==> config.mk <==
export PLATFORM = sky130hd
export DESIGN_NAME = data_cache
export DESIGN_NICKNAME = d
export VERILOG_FILES = /design/src/rtl/data_cache.sv
export SDC_FILE = /design/constraint.sdc
export NUM_CORES = 1
export LEC_CHECK = 0
export ABC_CLOCK_PERIOD_IN_PS = 4250
export CORE_ASPECT_RATIO = 1.4
export CORE_UTILIZATION = 45
export DETAILED_ROUTE_END_ITERATION = 10
export PLACE_DENSITY = 0.65
export SETUP_SLACK_MARGIN = 0.4
export SYNTH_ARGS = -nofsm -noshare
export SYNTH_HDL_FRONTEND = slang
export SYNTH_SLANG_ARGS = --single-unit
==> constraint.sdc <==
create_clock -name CLK -period 4.25 [get_ports CLK]
set_input_delay 0.85 -clock CLK [delete_from_list [all_inputs] [get_ports CLK]]
set_output_delay 0.85 -clock CLK [all_outputs]
set_load 0.02 [all_outputs]
==> src/rtl/data_cache.sv <==
// rtl/data_cache.sv - direct-mapped write-through, no-write-allocate data cache, one word per line
// Optional hit/miss counters are built when DCACHE_STATS_EN is defined.
module data_cache #(
  parameter int N_LINES = 16
) (
  input  logic        CLK,
  input  logic        RESET,
  input  logic        cpu_req,
  input  logic        cpu_we,
  input  logic [31:0] cpu_addr,
  input  logic [31:0] cpu_wdata,
  output logic [31:0] cpu_rdata,
  output logic        cpu_hit,
  output logic        cpu_stall,
  input  logic        flush,
  output logic        mem_req,
  output logic        mem_we,
  output logic [31:0] mem_addr,
  output logic [31:0] mem_wdata,
  input  logic [31:0] mem_rdata,
  input  logic        mem_ready
`ifdef DCACHE_STATS_EN
  ,
  output logic [15:0] hit_count,
  output logic [15:0] miss_count
`endif
);

  localparam int IW = $clog2(N_LINES);
  localparam int TW = 30 - IW;

  typedef enum logic [1:0] {IDLE, RD_MISS, WR_THRU} state_e;

  state_e             state_q;
  logic [N_LINES-1:0] valid_q;
  logic [TW-1:0]      tag_q  [N_LINES];
  logic [31:0]        data_q [N_LINES];
  logic               wr_hit_q;
  logic               mem_req_q;
  logic               mem_we_q;

  logic [IW-1:0] idx;
  logic [TW-1:0] tag;
  logic          lookup_hit;
  logic          rd_hit;
  logic          rd_miss;
  logic          unused_addr_bits;

  assign idx              = cpu_addr[IW+1:2];
  assign tag              = cpu_addr[31:IW+2];
  assign lookup_hit       = valid_q[idx] && (tag_q[idx] == tag);
  assign rd_hit           = RESET && (state_q == IDLE) && cpu_req && !cpu_we && lookup_hit;
  assign rd_miss          = (state_q == IDLE) && cpu_req && !cpu_we && !lookup_hit;
  assign unused_addr_bits = ^cpu_addr[1:0];

  assign mem_req   = mem_req_q;
  assign mem_we    = mem_we_q;
  assign mem_addr  = {cpu_addr[31:2], 2'b00};
  assign mem_wdata = cpu_wdata;

  always_comb begin
    cpu_hit   = 1'b0;
    cpu_stall = 1'b0;
    cpu_rdata = data_q[idx];
    case (state_q)
      IDLE: begin
        cpu_hit   = rd_hit;
        cpu_stall = cpu_req && (cpu_we || !lookup_hit);
      end
      RD_MISS: begin
        cpu_stall = !mem_ready;
        cpu_rdata = mem_rdata;
      end
      WR_THRU: cpu_stall = !mem_ready;
      default: cpu_stall = 1'b0;
    endcase
    // Reset must drop the CPU freeze immediately, even with a request pending.
    if (!RESET) begin
      cpu_stall = 1'b0;
      cpu_hit   = 1'b0;
    end
  end

  always_ff @(posedge CLK or negedge RESET) begin
    if (!RESET) begin
      state_q   <= IDLE;
      valid_q   <= '0;
      wr_hit_q  <= 1'b0;
      mem_req_q <= 1'b0;
      mem_we_q  <= 1'b0;
    end else begin
      if (flush) valid_q <= '0;
      case (state_q)
        IDLE: begin
          if (cpu_req && cpu_we) begin
            state_q   <= WR_THRU;
            wr_hit_q  <= lookup_hit;
            mem_req_q <= 1'b1;
            mem_we_q  <= 1'b1;
          end else if (rd_miss) begin
            state_q   <= RD_MISS;
            mem_req_q <= 1'b1;
          end
        end
        RD_MISS: begin
          if (mem_ready) begin
            // Placed after the flush clear so the filled line survives a coincident flush.
            valid_q[idx] <= 1'b1;
            state_q      <= IDLE;
            mem_req_q    <= 1'b0;
          end
        end
        WR_THRU: begin
          if (mem_ready) begin
            state_q   <= IDLE;
            mem_req_q <= 1'b0;
            mem_we_q  <= 1'b0;
          end
        end
        default: state_q <= IDLE;
      endcase
    end
  end

  always_ff @(posedge CLK) begin
    if (state_q == RD_MISS && mem_ready) begin
      tag_q[idx]  <= tag;
      data_q[idx] <= mem_rdata;
    end else if (state_q == WR_THRU && mem_ready && wr_hit_q) begin
      data_q[idx] <= cpu_wdata;
    end
  end

`ifdef DCACHE_STATS_EN
  logic [15:0] hit_cnt_q;
  logic [15:0] miss_cnt_q;

  always_ff @(posedge CLK or negedge RESET) begin
    if (!RESET) begin
      hit_cnt_q  <= '0;
      miss_cnt_q <= '0;
    end else begin
      if (rd_hit && hit_cnt_q != 16'hFFFF) hit_cnt_q <= hit_cnt_q + 16'd1;
      if (rd_miss && miss_cnt_q != 16'hFFFF) miss_cnt_q <= miss_cnt_q + 16'd1;
    end
  end

  assign hit_count  = hit_cnt_q;
  assign miss_count = miss_cnt_q;
`endif

endmodule

Word level (Yosys, flattened, before mapping)
Memory sizes are Yosys's and may differ from the RTL's.
Index checks and enable logic that the tools add are counted.
W data, S select, Z words.
{"block": "word_totals", "reg_bits": 21, "mem_bits_rw": 928, "input_bits": 102, "output_inout_bits": 100, "elab_cells": 72, "mem_count": 2}
{"block": "op_classes", "order_cmp": 2, "n_eq_ne": 7, "mux": 28, "bitwise": 2, "reduce_logical": 26}
{"name": "data_q", "words": 16, "word_bits": 32, "read_ports": 1, "rd_ports_with_merged_regs": 0, "write_ports": 1, "line_no": "37", "text": "logic [31:0] data_q [N_LINES];"}
{"name": "tag_q", "words": 16, "word_bits": 26, "read_ports": 1, "rd_ports_with_merged_regs": 0, "write_ports": 1, "line_no": "36", "text": "logic [TW-1:0] tag_q [N_LINES];"}
{"cell": "$mux W32", "count": 2}
{"cell": "$mux W16", "count": 3}
{"cell": "$eq A26 B26 Y1", "count": 1}
{"cell": "$or A16 B16 Y16", "count": 1}
{"cell": "$logic_and A1 B1 Y1", "count": 14}
{"cell": "$mux W1", "count": 14}
{"cell": "$mux W2", "count": 3}
{"cell": "$pmux W1 S2", "count": 3}
{"cell": "$reduce_and A3 Y1", "count": 2}
{"cell": "$lt A4 B5 Y1 const B", "count": 1}
{"cell": "$bmux W1 S4", "count": 1}
{"cell": "$demux W1 S4", "count": 1}
{"cell": "$ge A4 B1 Y1 const B", "count": 1}
{"cell": "$ne A2 B1 Y1 const B", "count": 2}
{"cell": "$pmux W2 S2", "count": 1}
{"cell": "$reduce_and A2 Y1", "count": 2}
{"cell": "$reduce_bool A2 Y1", "count": 2}
{"cell": "$logic_not A1 Y1", "count": 3}
{"cell": "$ne A3 B2 Y1 const B", "count": 1}
{"cell": "$eq A2 B1 Y1 const B", "count": 1}
{"cell": "$eq A2 B2 Y1 const B", "count": 1}
{"cell": "$logic_not A2 Y1", "count": 1}
{"cell": "$ne A2 B2 Y1 const B", "count": 1}
{"cell": "$reduce_or A2 Y1", "count": 1}
{"cell": "2 further kinds", "count": 2}

Longest topological paths before layout
{"block": "depth", "ltp_word": 8, "mapped_depth": 13, "ltp_nobuf": 8}

Worst setup path before layout
Ideal clock, no wire load.
{"block": "synth_path", "path_kind": "input-to-reg", "startpoint": "input cpu_addr[3]", "endpoint": "memory data_q[10][0] (enable)", "setup_ps": 421, "arrival_time_ps": 4097, "t_required_ps": 3829, "path_slack_ps": -268, "path_stages": 9, "path_buffers": 6, "cell_sequence": "buf_2 > buf_2 > buf_2 > buf_1 > clkbuf_1 > clkbuf_1 > nand2b_1 > nand2b_1 > nor2_1"}
{"element": "start: declaration", "line_no": "10", "text": "input logic [31:0] cpu_addr,"}
{"element": "end: declaration", "line_no": "37"}
No word-level cell before the write port.

Worst setup path in the final report
{"block": "layout_path", "startpoint": "input cpu_addr[2]", "endpoint": "output cpu_stall"}
{"block": "layout_between", "elab_chain_cells": 8, "word_cells_on_any_way": 10, "cone_classes": "1 x eq/ne; 4 x mux; 4 x reduce/logical; 1 x memory"}
{"element": "$mem_v2 Z16 W26 or $bmux W1 S4 (tied branches)"}
{"element": "$eq A26 B26 Y1 or $mux W1 (tied branches)", "line_no": "51", "text": "assign lookup_hit = valid_q[idx] && (tag_q[idx] == tag);"}
{"element": "$logic_and A1 B1 Y1 (*)", "line_no": "51"}
{"element": "$logic_not A1 Y1 (*)", "line_no": "68", "text": "cpu_stall = cpu_req && (cpu_we || !lookup_hit);"}
{"element": "$logic_or A1 B1 Y1 (*)", "line_no": "68"}
{"element": "$logic_and A1 B1 Y1 (*)", "line_no": "68"}
{"element": "$pmux W1 S2 (*)", "line_no": "65", "text": "case (state_q)"}
{"element": "$mux W1 (*)", "line_no": "78", "text": "if (!RESET) begin"}
{"element": "end: declaration", "line_no": "14", "text": "output logic cpu_stall,"}
Every way passes the cells marked *; elsewhere a longest branch is shown, timed or not. The select of a mux whose other input is x is not followed.

==> metrics <==
outcome=finished with violations; failing checks=negative setup slack; Num Clock Sinks=949; Vias=20020; initial antenna violation count=3; first-pass GRT wire length=140800 microns; FFs w/ async S/R, synth=0.02213; r2r startpoint=tag_q[15][19]; #FFs+latches synth=949; Pwr Density=431.4 mW/mm^2; worst hold path type=in -> async; PortBufs=197; Worst R2R Path Depth=12; total CTS buffers=88; Antenna Cells=0; synth warn=0; Antenna Violating Nets Remaining=0; setup TNS=-416.0 ps; Worst Path Buf+Inv=6; synthesized instance count=1782; Slew HR=0.4987; Netlist cell types=68; logic depth of the worst path, buffers included=14; XOR/XNOR Fraction of Synth Area=0.005498; met3 WL post-DR=5978 microns; Max Slew Vio Count=0; worst skew pair latency=660 ps; mux cell area share after synthesis=0.1815; sequential area share after synthesis=0.7426; Total Wirelength=98750 microns; kind of critical path=in -> out; vias in the first global route=21230; complex-gate fraction of the synthesized area=0.02386; layout cells sized above 1=0.3868; DR vias/cell=5.845; Initial Util=0.4542; post-synth top area cell=edfxtp_1; Setup Viol. Count Final=2; top cell type's share of synthesized area=0.7288; DRT Pass-1 Iters=5; Setup crit end kind=output pin; Reg clk slew, reported paths=60 ps; Crit path max-delay family=compound AO/OA/AOI/OAI gates; Post-route DRC=0; htree depth=3; GR Overflow Total=0; WL met2=51740 microns; Total GRT Usage=0.2298; Leakage=16.23 nW; largest family of logic cells by synthesized area=multiplexers; crit-path cells=buf_16 -> buf_12 -> buf_8 -> buf_6 -> mux4_2 -> mux2i_4 -> xnor2_2 -> a211o_1 -> a22oi_2 -> o211ai_1 -> buf_4 -> o41ai_4 -> a21oi_4 -> buf_6; CTS tree=built; Avg Inst Size Synth=21.46 sq um; GP Congestion=0.8668; Starting DRT DRC Count=1827; # IOs=202; Final min period=4494 ps; CP required=3400 ps; CP max-delay cell=mux4_2; area delta synth->final=25.91%; EDFF count, synth=928; Setup Skew=27.09 ps; top_reg_cell synth=edfxtp_1; Crit path top cell by count=buf_6; Worst Setup Slack, final=-243.8 ps; Tightest Pin Transition=746.6 ps; Max VDD drop=0.3622 mV; RR Endpoint=state_q[0]; top cells by area, synth=edfxtp_1 (73%), mux4_2 (14%), mux2_2 (2.1%), mux2i_1 (1.8%), dfrtp_1 (1.4%); pin count of the biggest net entering global routing=33; crit path DAT=3640 ps; crit-path max FO=6; flop-to-flop setup slack=1130 ps; max-capacitance violation count=0; fin util=0.5718; CTS root buf=clkbuf_16; power consumption=20.77 mW; Nets=2372; final worst-path cycle share=1.057; Core Box Area=0.08419 sq mm; Post-Synth Simple-Gate Area=0.01891; Die ar.=0.08615 sq mm; row cnt=126; Top Metal Used=met5; Cell Area, Synth=0.03823 sq mm; clock buffer depth=3; Max Fclk=0.2225 GHz; routed len/inst=28.83 microns; die height=346.9 microns; highest cell delay on the worst timing path=530 ps; Adder-Cell Fraction of Synth Area=0.001309; RSZ-0062 raised after global routing=yes; wl on met1=37320 microns; critical path startpoint category=input pin; dpl hpwl=55670 microns; Final Hold Viols=0; Die X=248.4 microns
==> cell usage after synthesis (9+ instances only) <==
cell and instances:
a21o_1 19, a21oi_1 11, a22oi_1 24, buf_1 11, buf_2 17, buf_4 68
clkbuf_1 41, dfrtp_1 21, edfxtp_1 928, inv_1 10, mux2_2 72, mux2i_1 67
mux4_2 233, nand2_1 23, nand3_1 9, nor2_1 47, nor2b_1 12, nor3_1 11
o21ai_0 9, xnor2_1 20
==> layer usage <==
layer	vias to the layer above	track usage
met5	-	0
met3	204	0.03417
met1	10600	0.2867
met4	6	0.09296
li1	8394	-
met2	811	0.3985
==> cell usage in the layout, fill, tap and decap left out, types with 22 or more instances in the layout <==
cell | netlist | final
buf_16 | 0 | 23
buf_4 | 68 | 224
mux2_2 | 72 | 41
clkdlybuf4s50_1 | 0 | 159
mux2i_1 | 67 | 63
nor2_4 | 0 | 28
clkbuf_16 | 0 | 95
mux2_4 | 0 | 31
edfxtp_1 | 928 | 928
nand2_1 | 23 | 22
buf_6 | 6 | 55
mux4_2 | 233 | 236
buf_12 | 5 | 58
==> power breakdown <==
group / internal [mW] / switching [mW] / total, mW
Sequential: 10.4 / 0.0429 / 10.4
Combinational: 1.32 / 1.32 / 2.64
Clock: 4.26 / 3.42 / 7.68
Total: 16.0 / 4.79 / 20.8
==> cell families (layout without fill, tap and decap cells) <==
kind of cell	count (synthesis)	after routing
buffers and inverters	160	714
xor gates and xnor gates	24	24
muxes	380	380
DFF	949	949
and+or+nand+nor	144	144
other	1	2
AOI/OAI and AO/OA	120	120
adders and majority gates	4	4
==> worst max path at each step <==
stage	start	endpoint	slack [ps]
2_1_floorplan	cpu_addr[3]	tag_q[0][0]	30
3_3_place_gp	cpu_addr[2]	cpu_hit	-1000
3_5_place_dp	cpu_addr[2]	cpu_hit	-940
4_1_cts	cpu_addr[2]	cpu_stall	-300
5_1_grt	cpu_addr[2]	cpu_stall	-350
6_report	cpu_addr[2]	cpu_stall	-240
==> state kept, by name, summed over array words and instances, names as in the netlist <==
name / count
data_q: 512
mem_req: 1
mem_we: 1
state_q: 2
tag_q: 416
valid_q: 16
wr_hit_q: 1
==> final cells by class <==
| type | count | area [sq um] |
|---|---|---|
| clock buffers | 109 | 2354 |
| clock inverters | 52 | 435.4 |
| fillers | 6104 | 36050 |
| inverters | 12 | 46.29 |
| multi-input cells | 674 | 9495 |
| flip-flops and latches | 949 | 28390 |
| well taps | 1088 | 1361 |
| repair buffers | 541 | 6056 |
==> timing repair <==
action | CTS | global route
hold buffers | 0 | 0
pin swaps | 19 | 17
endpoints found under the setup margin | 34 | 33
gates cloned | 17 | 5
setup buffers | 50 | 39
gates resized for setup | 333 | 54
==> through the flow <==
stage / instances / cell area, sq um / hold slack [ps] / setup WS (ps)
after floorplan: 1783 / 38650 / 444.4 / 28.99
after global placement: 3153 / 43130 / 458.0 / -997.3
after detailed placement: 3153 / 43130 / 469.5 / -943.0
after CTS: 3381 / 47410 / 377.3 / -302.2
after global routing: 3425 / 48140 / 405.3 / -348.5
final: 3425 / 48140 / 399.5 / -243.8
No activity file was read; power rests on OpenSTA's default activity.
